[config.mk]
export PLATFORM = sky130hd
export DESIGN_NAME = serial_subtractor
export DESIGN_NICKNAME = d
export VERILOG_FILES = /design/src/rtl/serial_subtractor_pkg.sv /design/src/rtl/serial_subtractor_cell.sv /design/src/rtl/serial_subtractor.sv
export SDC_FILE = /design/constraint.sdc
export NUM_CORES = 1
export LEC_CHECK = 0
export CORE_UTILIZATION = 25
export CTS_BUF_LIST = sky130_fd_sc_hd__clkbuf_16
export DETAILED_ROUTE_END_ITERATION = 10
export RECOVER_POWER = 100
export SLEW_MARGIN = 10
export SYNTH_ARGS = -nofsm -noshare
export SYNTH_HDL_FRONTEND = slang
export SYNTH_HIERARCHICAL = 1
export SYNTH_SLANG_ARGS = --single-unit
export TNS_END_PERCENT = 30
[constraint.sdc]
create_clock -name Clock -period 1.7 [get_ports Clock]
set_clock_uncertainty 0.2 [all_clocks]
set_input_delay 0.255 -clock Clock [delete_from_list [all_inputs] [get_ports Clock]]
set_output_delay 0.255 -clock Clock [all_outputs]
set_load 0.05 [all_outputs]
[src/rtl/serial_subtractor_pkg.sv]
// Shared definitions for the bit-serial ALU units (serial adder/subtractor).
// Holds the controller state encoding, default widths and the signed
// overflow rule for subtraction.
package serial_subtractor_pkg;

    // Controller states; the encoding is shared with the serial adder controller.
    typedef enum logic [1:0] {
        ST_IDLE  = 2'b00,
        ST_SHIFT = 2'b01,
        ST_DONE  = 2'b10
    } sub_state_t;

    localparam int DEFAULT_WIDTH = 4;
    localparam int DEFAULT_CW    = 3;

    // Signed overflow of A - B: the operand signs differ and the result sign
    // differs from the minuend sign.
    function automatic logic sub_overflow(input logic a_msb, input logic b_msb,
                                          input logic d_msb);
        return (a_msb != b_msb) && (d_msb != a_msb);
    endfunction

endpackage

[src/rtl/serial_subtractor_cell.sv]
// One-bit full subtractor cell with its borrow flip-flop.
// Ports:
//   Clock  - clock, state updates on the falling edge
//   Resetn - asynchronous active-low reset of the borrow flop
//   Clear  - synchronous clear of the borrow flop (operand load)
//   x, y   - minuend / subtrahend bits for the current position
//   d      - difference bit (combinational)
//   br_n   - borrow into the next position (combinational)
module serial_subtractor_cell (
    input  logic Clock,
    input  logic Resetn,
    input  logic Clear,
    input  logic x,
    input  logic y,
    output logic d,
    output logic br_n
);

    logic br_r;

    // Difference and borrow-out from the current bits and the stored borrow.
    always_comb begin
        d    = x ^ y ^ br_r;
        br_n = (~x & y) | (~(x ^ y) & br_r);
    end

    // Borrow flop: cleared on reset or at operand load, otherwise tracks borrow-out.
    always_ff @(negedge Clock or negedge Resetn) begin
        if (!Resetn) begin
            br_r <= 1'b0;
        end else if (Clear) begin
            br_r <= 1'b0;
        end else begin
            br_r <= br_n;
        end
    end

endmodule

[src/rtl/serial_subtractor.sv]
// Bit-serial two's-complement subtractor D = A - B with Start/Busy/Done control.
// Operands are loaded in parallel, the difference is formed LSB-first over N
// falling edges and captured into D only when the last bit is produced.
// Ports:
//   Clock    - clock, all state updates on the falling edge
//   Resetn   - asynchronous active-low reset
//   Start    - launch request, honoured only in IDLE
//   A, B     - minuend / subtrahend, captured on the accepted Start edge
//   D        - difference, held from completion until the next accepted Start
//   Borrow   - unsigned borrow-out (A < B), valid with D
//   Overflow - signed overflow of A - B, valid with D
//   Busy     - high while an operation is in SHIFT or DONE
//   Done     - one-cycle completion pulse
module serial_subtractor
    import serial_subtractor_pkg::*;
#(
    parameter int N  = DEFAULT_WIDTH,
    parameter int CW = DEFAULT_CW
) (
    input  logic         Clock,
    input  logic         Resetn,
    input  logic         Start,
    input  logic [N-1:0] A,
    input  logic [N-1:0] B,
    output logic [N-1:0] D,
    output logic         Borrow,
    output logic         Overflow,
    output logic         Busy,
    output logic         Done
);

    sub_state_t    state_r, state_next;
    logic [N-1:0]  ra_r, rb_r, d_r;
    logic [CW-1:0] cnt_r;
    logic          a_msb_r, b_msb_r;
    logic          borrow_r, ovf_r, busy_r, done_r;
    logic          load_s, last_s, d_s, br_n_s;

    serial_subtractor_cell u_cell (
        .Clock  (Clock),
        .Resetn (Resetn),
        .Clear  (load_s),
        .x      (ra_r[0]),
        .y      (rb_r[0]),
        .d      (d_s),
        .br_n   (br_n_s)
    );

    // Next-state decode plus load / last-bit strobes.
    always_comb begin
        state_next = state_r;
        load_s     = 1'b0;
        last_s     = 1'b0;
        case (state_r)
            ST_IDLE: begin
                if (Start) begin
                    load_s     = 1'b1;
                    state_next = ST_SHIFT;
                end else begin
                    state_next = ST_IDLE;
                end
            end
            ST_SHIFT: begin
                if (cnt_r == CW'(N - 1)) begin
                    last_s     = 1'b1;
                    state_next = ST_DONE;
                end else begin
                    state_next = ST_SHIFT;
                end
            end
            ST_DONE: begin
                state_next = ST_IDLE;
            end
            default: begin
                state_next = ST_IDLE;
            end
        endcase
    end

    // State register; Busy/Done are registered from the next state so they are glitch-free.
    always_ff @(negedge Clock or negedge Resetn) begin
        if (!Resetn) begin
            state_r <= ST_IDLE;
            busy_r  <= 1'b0;
            done_r  <= 1'b0;
        end else begin
            state_r <= state_next;
            busy_r  <= (state_next != ST_IDLE);
            done_r  <= (state_next == ST_DONE);
        end
    end

    // Operand shift registers and bit counter; the difference refills RA from the MSB.
    always_ff @(negedge Clock or negedge Resetn) begin
        if (!Resetn) begin
            ra_r    <= {N{1'b0}};
            rb_r    <= {N{1'b0}};
            cnt_r   <= {CW{1'b0}};
            a_msb_r <= 1'b0;
            b_msb_r <= 1'b0;
        end else if (load_s) begin
            ra_r    <= A;
            rb_r    <= B;
            cnt_r   <= {CW{1'b0}};
            a_msb_r <= A[N-1];
            b_msb_r <= B[N-1];
        end else if (state_r == ST_SHIFT) begin
            ra_r    <= {d_s, ra_r[N-1:1]};
            rb_r    <= {1'b0, rb_r[N-1:1]};
            cnt_r   <= cnt_r + CW'(1);
            a_msb_r <= a_msb_r;
            b_msb_r <= b_msb_r;
        end else begin
            ra_r    <= ra_r;
            rb_r    <= rb_r;
            cnt_r   <= cnt_r;
            a_msb_r <= a_msb_r;
            b_msb_r <= b_msb_r;
        end
    end

    // Result capture on the last shift edge only, so D never shows partial results.
    always_ff @(negedge Clock or negedge Resetn) begin
        if (!Resetn) begin
            d_r      <= {N{1'b0}};
            borrow_r <= 1'b0;
            ovf_r    <= 1'b0;
        end else if (last_s) begin
            d_r      <= {d_s, ra_r[N-1:1]};
            borrow_r <= br_n_s;
            ovf_r    <= sub_overflow(a_msb_r, b_msb_r, d_s);
        end else begin
            d_r      <= d_r;
            borrow_r <= borrow_r;
            ovf_r    <= ovf_r;
        end
    end

    assign D        = d_r;
    assign Borrow   = borrow_r;
    assign Overflow = ovf_r;
    assign Busy     = busy_r;
    assign Done     = done_r;

endmodule

# After elaboration in Yosys (flattened, before gate mapping)
# Index checks and enable logic that the tools add are counted.
# Widths: inputs -> output; s select.
# word_totals
regBits,24
# op_classes
n_bitwise,7
n_reduce_logical,4
addsub,1
eq_ne,5
n_mux,14
# ops
operator,count
$mux 4,4
$mux 1,6
$mux 3,2
$pmux 2 s2,1
$reduce_bool 2->1,2
$add 3x1->3 const B,1
$eq 3x2->1 const B,1
$and 1x1->1,2
$eq 2x1->1 const B,1
$eq 2x2->1 const B,1
$logic_not 2->1,1
$mux 2,1
$ne 1x1->1,2
$not 1->1,2
$xor 1x1->1,2
$logic_and 1x1->1,1
$or 1x1->1,1

# Depth between registers and ports, before layout
# logic_depth
depth_word,5
mapped_depth,6
ltp_nobuf,6

# Cells and area by module
# The synthesis kept the hierarchy.
# by_module_without_submodules
module,n_inst,cells_each,area_each_um2,seq_area_each_um2
serial_subtractor,1,96,1046.0,575.6
serial_subtractor_cell,1,6,60.1,25.0

==> metrics.md <==
| Metric | Value |
|---|---|
| Grt total ovfl | 0 |
| DIE AREA | 4690 sq um |
| Violated checks | setup timing |
| Hold Fails Final Rpt | 0 |
| Vias in the first global route | 863 |
| Core Box Area | 4120 sq um |
| Gate Count Post-Synth | 102 |
| Post-Syn Area | 1110 sq um |
| Final Non-Filler Cells | 180 |
| Number of max-cap violations | 0 |
| Port bufs | 18 |
| Global-route track usage on met2 | 0.208 |
| Largest net degree at the start of global routing | 25 |
| Antenna Nets Post-Route | 0 |
| Util after Layout | 0.386 |
| # diodes | 0 |
| Final Wtd Congestion | 0.745 |
| Area leader, netlist | dfrtn_1 |
| P&R area growth vs syn | 43.6% |
| Total global routing track utilization | 0.120 |
| Xor-xnor portion of the synthesized cell area | 0 |
| Mux cell area share after synthesis | 0.0271 |
| Worst skew pair latency | 0.29 ns |
| Crit-path cells | buf_12 |
| Worst slew pin tran | 0.337 ns |
| Post-DP HPWL | 1590 microns |
| P_leak | 0.748 nW |
| PwrDens | 2090 nW/um^2 |
| Fill count | 424 |
| FF+latch count, synth | 24 |
| Initial Util | 0.269 |
| DR vias/cell | 4.39 |
| Met1 GRT Util | 0.140 |
| Global-route wire length before repair | 4010 microns |
| Cell family with most CP delay | flip-flops |
| Htree depth | 1 |
| Fraction of registers with async set/reset | 1.00 |
| Grt met3 use | 0.0362 |
| Setup-violating endpoint count in the final report | 20 |
| Power Total | 3.32 mW |
| Max VDD drop | 0.655 mV |
| Post-DP Area | 1450 sq um |
| Fraction of layout cells with a size suffix above 1 | 0.323 |
| Yosys warns | 6 |
| Row Count | 23 |
| Largest stage delay, worst path | 0.46 ns |
| Top cells by area, synth | dfrtn_1 54%, nand2_1 8.1%, and3b_2 5.4% |
| Largest family of logic cells by synthesized area | simple AND/OR/NAND/NOR gates |
| Headroom to the max-slew limit | 0.776 |
| Clk pin slew, worst setup/hold paths | 0.05 ns |
| DR pass1 iterations | 4 |
| Initial DRC Count | 31 |
| Deepest clock path buffer count | 2 |
| CTS Buf Count | 3 |
| Status | finished with violations |
| Critical path class | reg2out |
| Nets | 145 |
| Post-Syn Nets | 116 |
| CTS tree | done |
| Required time worst endpoint | 1.24 ns |
| Hold WC Path Type | reg2reg |
| Distinct cells, synth | 25 |
| Synth Flop Type | dfrtn_1 |
| Synth top cells by count | 24 x dfrtn_1, 24 x nand2_1, 8 x a21oi_1, 8 x o21ai_0, 7 x inv_1 |
| Multi-input gate area | 458 sq um |
| Synth Area in Simple Gates | 0.217 |
| Critical path peak fanout | 2 |
| Post-synthesis sequential area ratio | 0.543 |
| Avg WL per Cell | 13.0 microns |
| Io pins | 19 |
| Crit path buf inv count | 1 |
| Slowest CP cell | dfrtn_1 |
| Chip width | 68.5 microns |
| Clock sink count | 24 |
| Vias | 791 |
| CTS root buffer | clkbuf_16 |
| Post-Route WL | 2350 microns |
| Avg Cell Area, Syn | 10.8 sq um |
| Post-route DRC violation count | 0 |
| Cells after DPL | 173 |
| Fraction of the mapped netlist area in adder cells | 0.0407 |
| Die extent in y | 68.5 microns |
| RSZ-0062 raised after global routing | true |
| Worst Setup Slack, final | -0.503 ns |
| Register area | 601 sq um |
| CP Launch Type | flip-flop |
| Crit end category | output pin |
| Initial antenna violation count | 0 |
| Design Area, Final | 1590 sq um |
| Yosys top cell area share | 0.543 |
| Setup_tns | -5.94 ns |
| Final slew viol count | 0 |
| Post-synth EDFFs | 0 |
| Worst path arrival time | 1.75 ns |
| Compound-Gate Fraction of Synth Area | 0.106 |
| Busiest grt layer | met2 |
==> area by class of cell <==
type | instances | share of cell area
Tap cell | 50 | 0.0394
Clock buffer | 3 | 0.0473
Inverter | 8 | 0.0197
Sequential cell | 24 | 0.378
Clock inverter | 1 | 0.0189
Multi-Input combinational cell | 66 | 0.288
Timing Repair Buffer | 28 | 0.208
==> metal layers <==
metal,wire [microns],vias up
met5,0,-
met4,27,0
met3,124,4
met2,1130,20
met1,1060,376
li1,-,391
==> through the flow <==
stage / setup WS (ns) / hold WS (ns)
2_1_floorplan: -0.271 / 0.209
3_3_place_gp: -0.899 / 0.224
3_5_place_dp: -0.932 / 0.241
4_1_cts: -0.510 / 0.249
5_1_grt: -0.527 / 0.288
6_report: -0.503 / 0.244
==> placed cells by master (no fill, tap or decap) <==
master           instances
dfrtn_1                 24
nand2_1                 24
buf_12                   8
inv_1                    7
o21ai_1                  7
buf_4                    7
a21oi_2                  6
and3b_2                  6
clkdlybuf4s50_1          5
nand2b_1                 3
clkbuf_16                3
a21oi_1                  2
mux2_4                   2
nor2_1                   2
o21ai_0                  2
ha_1                     2
clkdlybuf4s15_1          2
nor2_8                   1
nand3b_2                 1
clkinvlp_2               1
o21bai_4                 1
nand3b_1                 1
or3b_1                   1
a31oi_1                  1
and3b_1                  1
a22o_1                   1
o22ai_1                  1
bufinv_16                1
clkbuf_2                 1
clkdlybuf4s15_2          1
dlygate4sd2_1            1
clkbuf_1                 1
clkbuf_4                 1
buf_6                    1
fa_2                     1
==> repair_timing <==
item	in CTS	in global routing
setup endpoints to repair	25	18
gates resized for setup	31	0
pin swaps	7	2
hold endpoints to repair	0	0
setup buffers	1	2
hold buffers	0	0
==> flip-flops by register name, indices dropped and copies added (netlist names) <==
register,count
Busy,1
rb_r,4
Borrow,1
cnt_r,3
u_cell/br_r,1
Overflow,1
a_msb_r,1
D,4
state_r,2
ra_r,4
b_msb_r,1
Done,1
==> report_power, final <==
group          leakage [nW]  switching [mW]  internal, mW  total, mW
sequential            0.299           0.213         0.849       1.06
combinational         0.398           0.806         0.774       1.58
clock                0.0511           0.206         0.468      0.675
==> cells by family after synthesis <==
| group | Yosys count |
|---|---|
| AOI/OAI and AO/OA | 21 |
| and+or+nand+nor | 40 |
| adders and majority gates | 3 |
| DFF | 24 |
| muxes | 2 |
| buffers and inverters | 12 |
==> worst reg2reg max path: cells and delay by family (launching register included) <==
family / cells / cell delay [ns]
fa+ha+maj: 2 / 0.41
flops: 1 / 0.37
simple gates: 2 / 0.26
buf+inv: 1 / 0.25
compound gates: 1 / 0.05
==> path summary, 6_finish.rpt <==
kind,startpoint,end,slack (ns),depth (start not counted)
max in group asynchronous,Resetn,Overflow$_DFFE_NN0P_,0.12,2
max,Borrow$_DFFE_NN0P_,Borrow,-0.50,1
min in group asynchronous,Resetn,ra_r[2]$_DFFE_NN0P_,0.90,2
min,cnt_r[1]$_DFFE_NN0P_,cnt_r[1]$_DFFE_NN0P_,0.24,2
min reg2reg,cnt_r[1]$_DFFE_NN0P_,cnt_r[1]$_DFFE_NN0P_,0.24,2
max reg2reg,cnt_r[0]$_DFFE_NN0P_,Overflow$_DFFE_NN0P_,0,6
No activity file was read; power rests on OpenSTA's default activity.
==> RTL change 1 (same settings) <==
Set the package constant `DEFAULT_WIDTH` to 6 (it was 4).
--- a/src/rtl/serial_subtractor_pkg.sv
+++ b/src/rtl/serial_subtractor_pkg.sv
@@ -11,5 +11,5 @@
     } sub_state_t;
 
-    localparam int DEFAULT_WIDTH = 4;
+    localparam int DEFAULT_WIDTH = 6;
     localparam int DEFAULT_CW    = 3;
 
Interface: changed (resized A, B and D); port bits go from 19 to 25. The function was not compared with the original's and may differ.
==> RTL change 1 against the original RTL <==
Final cell count grew 24%; setup slack lost 0.0060 ns; sequential cell count grew 6; routed wire length grew 25%; design area grew 29%; count of clock-buffer cells in the layout grew 2; power grew 28%; the flow still finishes with violations (negative setup slack); utilization grew 1.9 points; area after synthesis grew 19%.
==> RTL change 1: results (changes against the original RTL) <==
status: "finished with violations"
violations: "negative setup slack"
area_delta_synth_final_pct: 56.53
ir_worst_vdd_mv: 0.6164  # -6.0%
fin_hold_ws_ns: 0.2562  # +0.01178 ns
routabilityCongestion: 0.7564  # +1.5%
grt_max_degree: 23  # -8.0%
grt_usage_pct: 11.89  # -0.075 points
cp-endpoint: "D[0]"
hold_start: "ra_r[0]"
grt_pass1_wl_um: 4636  # +16%
async_reset_ff_share_pct: 100.0  # unchanged
syn-num-nets: 125  # +7.8%
placed_cells: 210  # +21%
synth_cell_types: 26  # +4.0%
min_to: "ra_r[0]"
drive_gt1_share_pct: 37.01  # +4.7 points
synthTopCellsByArea: "dfrtn_1 57%, mux2_4 6.9%, nand2_1 5.4%"
critPathMaxStageDelay_ns: 0.45
wire_per_inst_um: 13.13  # +0.66%
r2r_slack_ns: -0.13  # -0.13 ns
avgSynthCellArea_um2: 12.27  # +13%
antenna_found_initial: 0  # unchanged
synth_commonest_cells: "30 x dfrtn_1, 19 x nand2_1, 9 x o21ai_0, 7 x inv_1, 7 x mux2i_1"
finalWorstSetupSlack_ns: -0.5091  # -0.005970 ns
finalNetCount: 171  # +18%
cts_buffers: 5  # +2
rr_startpoint: "cnt_r[1]"
finalSetupTns_ns: -8.404  # -2.466 ns
critPathLaunch: "D[0]"
cp_slowest_cell: "dfrtn_1"
fin_cells: 224  # +24%
drt_iter0_markers: 34  # +9.7%
seq_area_frac_synth_pct: 57.20  # +2.9 points
reg2reg_depth: 5  # -1
hpwl_um: 1923  # +21%
switching_share_pct: 36.35  # -0.59 points
p_leak_nw: 0.9874  # +32%
whs_path_depth: 2  # unchanged
setup_viol: 35  # +75%
rr_endpoint: "D[0]"
grt_pass1_vias: 960  # +11%
fill_cells: 475  # +12%
io_buffers: 24  # +6
placed_cell_area_mm2: 0.001839  # +27%
num_vias: 951  # +20%
slew_headroom_pct: 63.08  # -14 points
preCtsSetupSlack_ns: -0.9272  # +0.005014 ns
cts_max_level: 2  # +1
cts-root-buf: "clkbuf_16"
==> RTL change 1: cell count changes after synthesis, sizes merged, moves of 2 or more <==
cell,delta
nand2,-5
dfrtn,+6
nor2b,+2
mux2,+7
a22oi,+4
nand2b,-2
mux2i,+7
nor3b,+2
a21oi,-7
and3b,-7
==> RTL change 1: layout make-up <==
cell class / instances / share of cell area, %
clock buffer: 5 / 6.090
clock inverter: 3 / 0.6090
inverter: 7 / 1.279
multi-input combinational: 66 / 26.67
sequential: 30 / 36.54
tap: 70 / 4.263
timing repair buffer: 43 / 24.54
==> RTL change 1: layer usage <==
layer,GRT usage [%],vias to the layer above,share of wire [%]
met5,0,-,0
met4,7.338,0,2.2
met3,4.878,7,5.0
met2,18.62,26,52
met1,13.51,466,41
li1,-,452,-
==> RTL change 1: timing repair <==
| action | 4_1_cts | 5_1_grt |
|---|---|---|
| resized for setup | 25 | 11 |
| setup buffers | 3 | 0 |
| cloned | 3 | 0 |
| pin swaps | 6 | 7 |
| setup endpoints to repair | 31 | 29 |
==> RTL change 1: kinds of logic after synthesis <==
family / share of synthesized area (%)
compound gates: 8.389
xor+xnor: 0.6674
fa+ha+maj: 3.432
buf+inv: 4.385
flops: 57.20
mux: 14.78
simple gates: 11.15
==> RTL change 1: power by group through the flow <==
stage	Combinational, W	Sequential, W	Clock, W
CTS	0.00202	0.00135	0.000838
detailed placement	0.00186	0.00135	0
global route	0.00221	0.00139	0.000860
floorplan	0.000805	0.00158	0
finish	0.00207	0.00134	0.000822
global placement	0.00181	0.00134	0
==> RTL change 2 (same flow settings) <==
Made on the original files. Make the reset (`Resetn`) synchronous in 4 clocked blocks. Comments in the files are not updated.
--- a/src/rtl/serial_subtractor_cell.sv
+++ b/src/rtl/serial_subtractor_cell.sv
@@ -26,5 +26,5 @@
 
     // Borrow flop: cleared on reset or at operand load, otherwise tracks borrow-out.
-    always_ff @(negedge Clock or negedge Resetn) begin
+    always_ff @(negedge Clock) begin
         if (!Resetn) begin
             br_r <= 1'b0;
--- a/src/rtl/serial_subtractor.sv
+++ b/src/rtl/serial_subtractor.sv
@@ -79,5 +79,5 @@
 
     // State register; Busy/Done are registered from the next state so they are glitch-free.
-    always_ff @(negedge Clock or negedge Resetn) begin
+    always_ff @(negedge Clock) begin
         if (!Resetn) begin
             state_r <= ST_IDLE;
@@ -92,5 +92,5 @@
 
     // Operand shift registers and bit counter; the difference refills RA from the MSB.
-    always_ff @(negedge Clock or negedge Resetn) begin
+    always_ff @(negedge Clock) begin
         if (!Resetn) begin
             ra_r    <= {N{1'b0}};
@@ -121,5 +121,5 @@
 
     // Result capture on the last shift edge only, so D never shows partial results.
-    always_ff @(negedge Clock or negedge Resetn) begin
+    always_ff @(negedge Clock) begin
         if (!Resetn) begin
             d_r      <= {N{1'b0}};
Formal check against the unedited RTL: differs if Resetn is asserted again (counterexample within 4 cycles, from zero or initial values and one cycle with Resetn low); with Resetn held inactive, the same outputs for 10 cycles.
==> RTL change 2 against the original RTL <==
The flow still finishes with violations (negative setup slack); design area is 4.5% higher; area after synthesis down 2.7%; sequential cell count is the same; register-to-register slack improved by 0.03 ns; routed wire length up 3.0%; die area is 2.6% lower; utilization increased by 2.3 points; setup slack better by 0.077 ns.
Power is not compared: it rests on default switching activity, and its combinational part moved more than twofold at a synthesized area within 25%.
==> RTL change 2: results (changes against the original RTL) <==
status: "finished with violations"
violations: "negative setup slack"
grt_max_degree: 13  # -48%
cp_slowest_cell: "dfxtp_2"
buf_share_pct: 19.38  # -1.4 points
num_vias: 933  # +18%
hpwl_um: 1646  # +3.4%
multi_input_area_um2: 595.6  # +30%
async_reset_ff_share_pct: 0  # -100 points
preCtsSetupSlack_ns: -0.8521  # +0.08006 ns
setup_viol: 23  # +15%
reg2reg_depth: 5  # -1
n_sequential_cell: 24  # unchanged
cp-endpoint: "Done"
hold_start: "a_msb_r"
multi_input_area_share_pct: 35.90  # +7.1 points
min_to: "a_msb_r"
routabilityCongestion: 0.7800  # +4.7%
finalSetupTns_ns: -4.734  # +1.204 ns
inverters: 5  # -3
drt_iter0_markers: 21  # -32%
cp.arrival_ns: 1.67  # -0.08 ns
synth_cell_types: 33  # +32%
worst-slew-pin-transition_ns: 0.3998  # +0.06323 ns
r2r_slack_ns: 0.03  # +0.03 ns
path_max_fanout: 1  # -1
worstSkewPairLatency_ns: 0.34  # +0.05 ns
synthAdderAreaFrac_pct: 4.186  # +0.11 points
multi_input_gates: 74  # +12%
seq_area_frac_synth_pct: 44.65  # -9.6 points
finalWorstSetupSlack_ns: -0.4258  # +0.07733 ns
synthTopCellsByArea: "dfxtp_1 45%, nor2b_1 6.4%, o221a_2 6.3%"
yosys.area_share.xor_xnor_pct: 0.8140  # +0.81 points
area_delta_synth_final_pct: 54.19
critPathMaxStageDelay_ns: 0.34  # -0.12 ns
syn-num-nets: 127  # +9.5%
drive_gt1_share_pct: 33.12  # +0.81 points
placed_cells: 181  # +4.6%
dr.pass1.iters: 3  # -1
finalNetCount: 173  # +19%
met2_usage_pct: 18.19  # -2.6 points
synth-compound-area-share_pct: 17.79  # +7.2 points
wirelength_um: 2418  # +3.0%
fill_cells: 408  # -3.8%
-- RTL change 2: cell count changes in the layout (fill, tap and decap cells not counted), moves of 4 or more --
cell / before / now
dfxtp_1: 0 / 16
dfrtn_1: 24 / 0
nand2_1: 24 / 8
nor2b_1: 0 / 11
mux2i_1: 0 / 4
nor2_1: 2 / 9
o21ai_1: 7 / 1
o221a_2: 0 / 4
dfxtp_2: 0 / 8
inv_1: 7 / 28
and3b_2: 6 / 0
-- RTL change 2: worst reg2reg max path, delay by kind of cell, from the launching register on --
family | cells | cell delay (ns)
AO/OA/AOI/OAI | 1 | 0.32
adder cells (fa/ha/maj) | 1 | 0.51
flip-flops | 1 | 0.34
AND/OR/NAND/NOR | 2 | 0.13
buffers and inverters | 1 | 0.06
-- RTL change 2: timing repair --
action / 4_1_cts / 5_1_grt
pin swaps: 8 / 1
buffers inserted: 1 / 0
resized for setup: 27 / 5
setup endpoints to repair: 32 / 28
hold buffers: 0 / 0
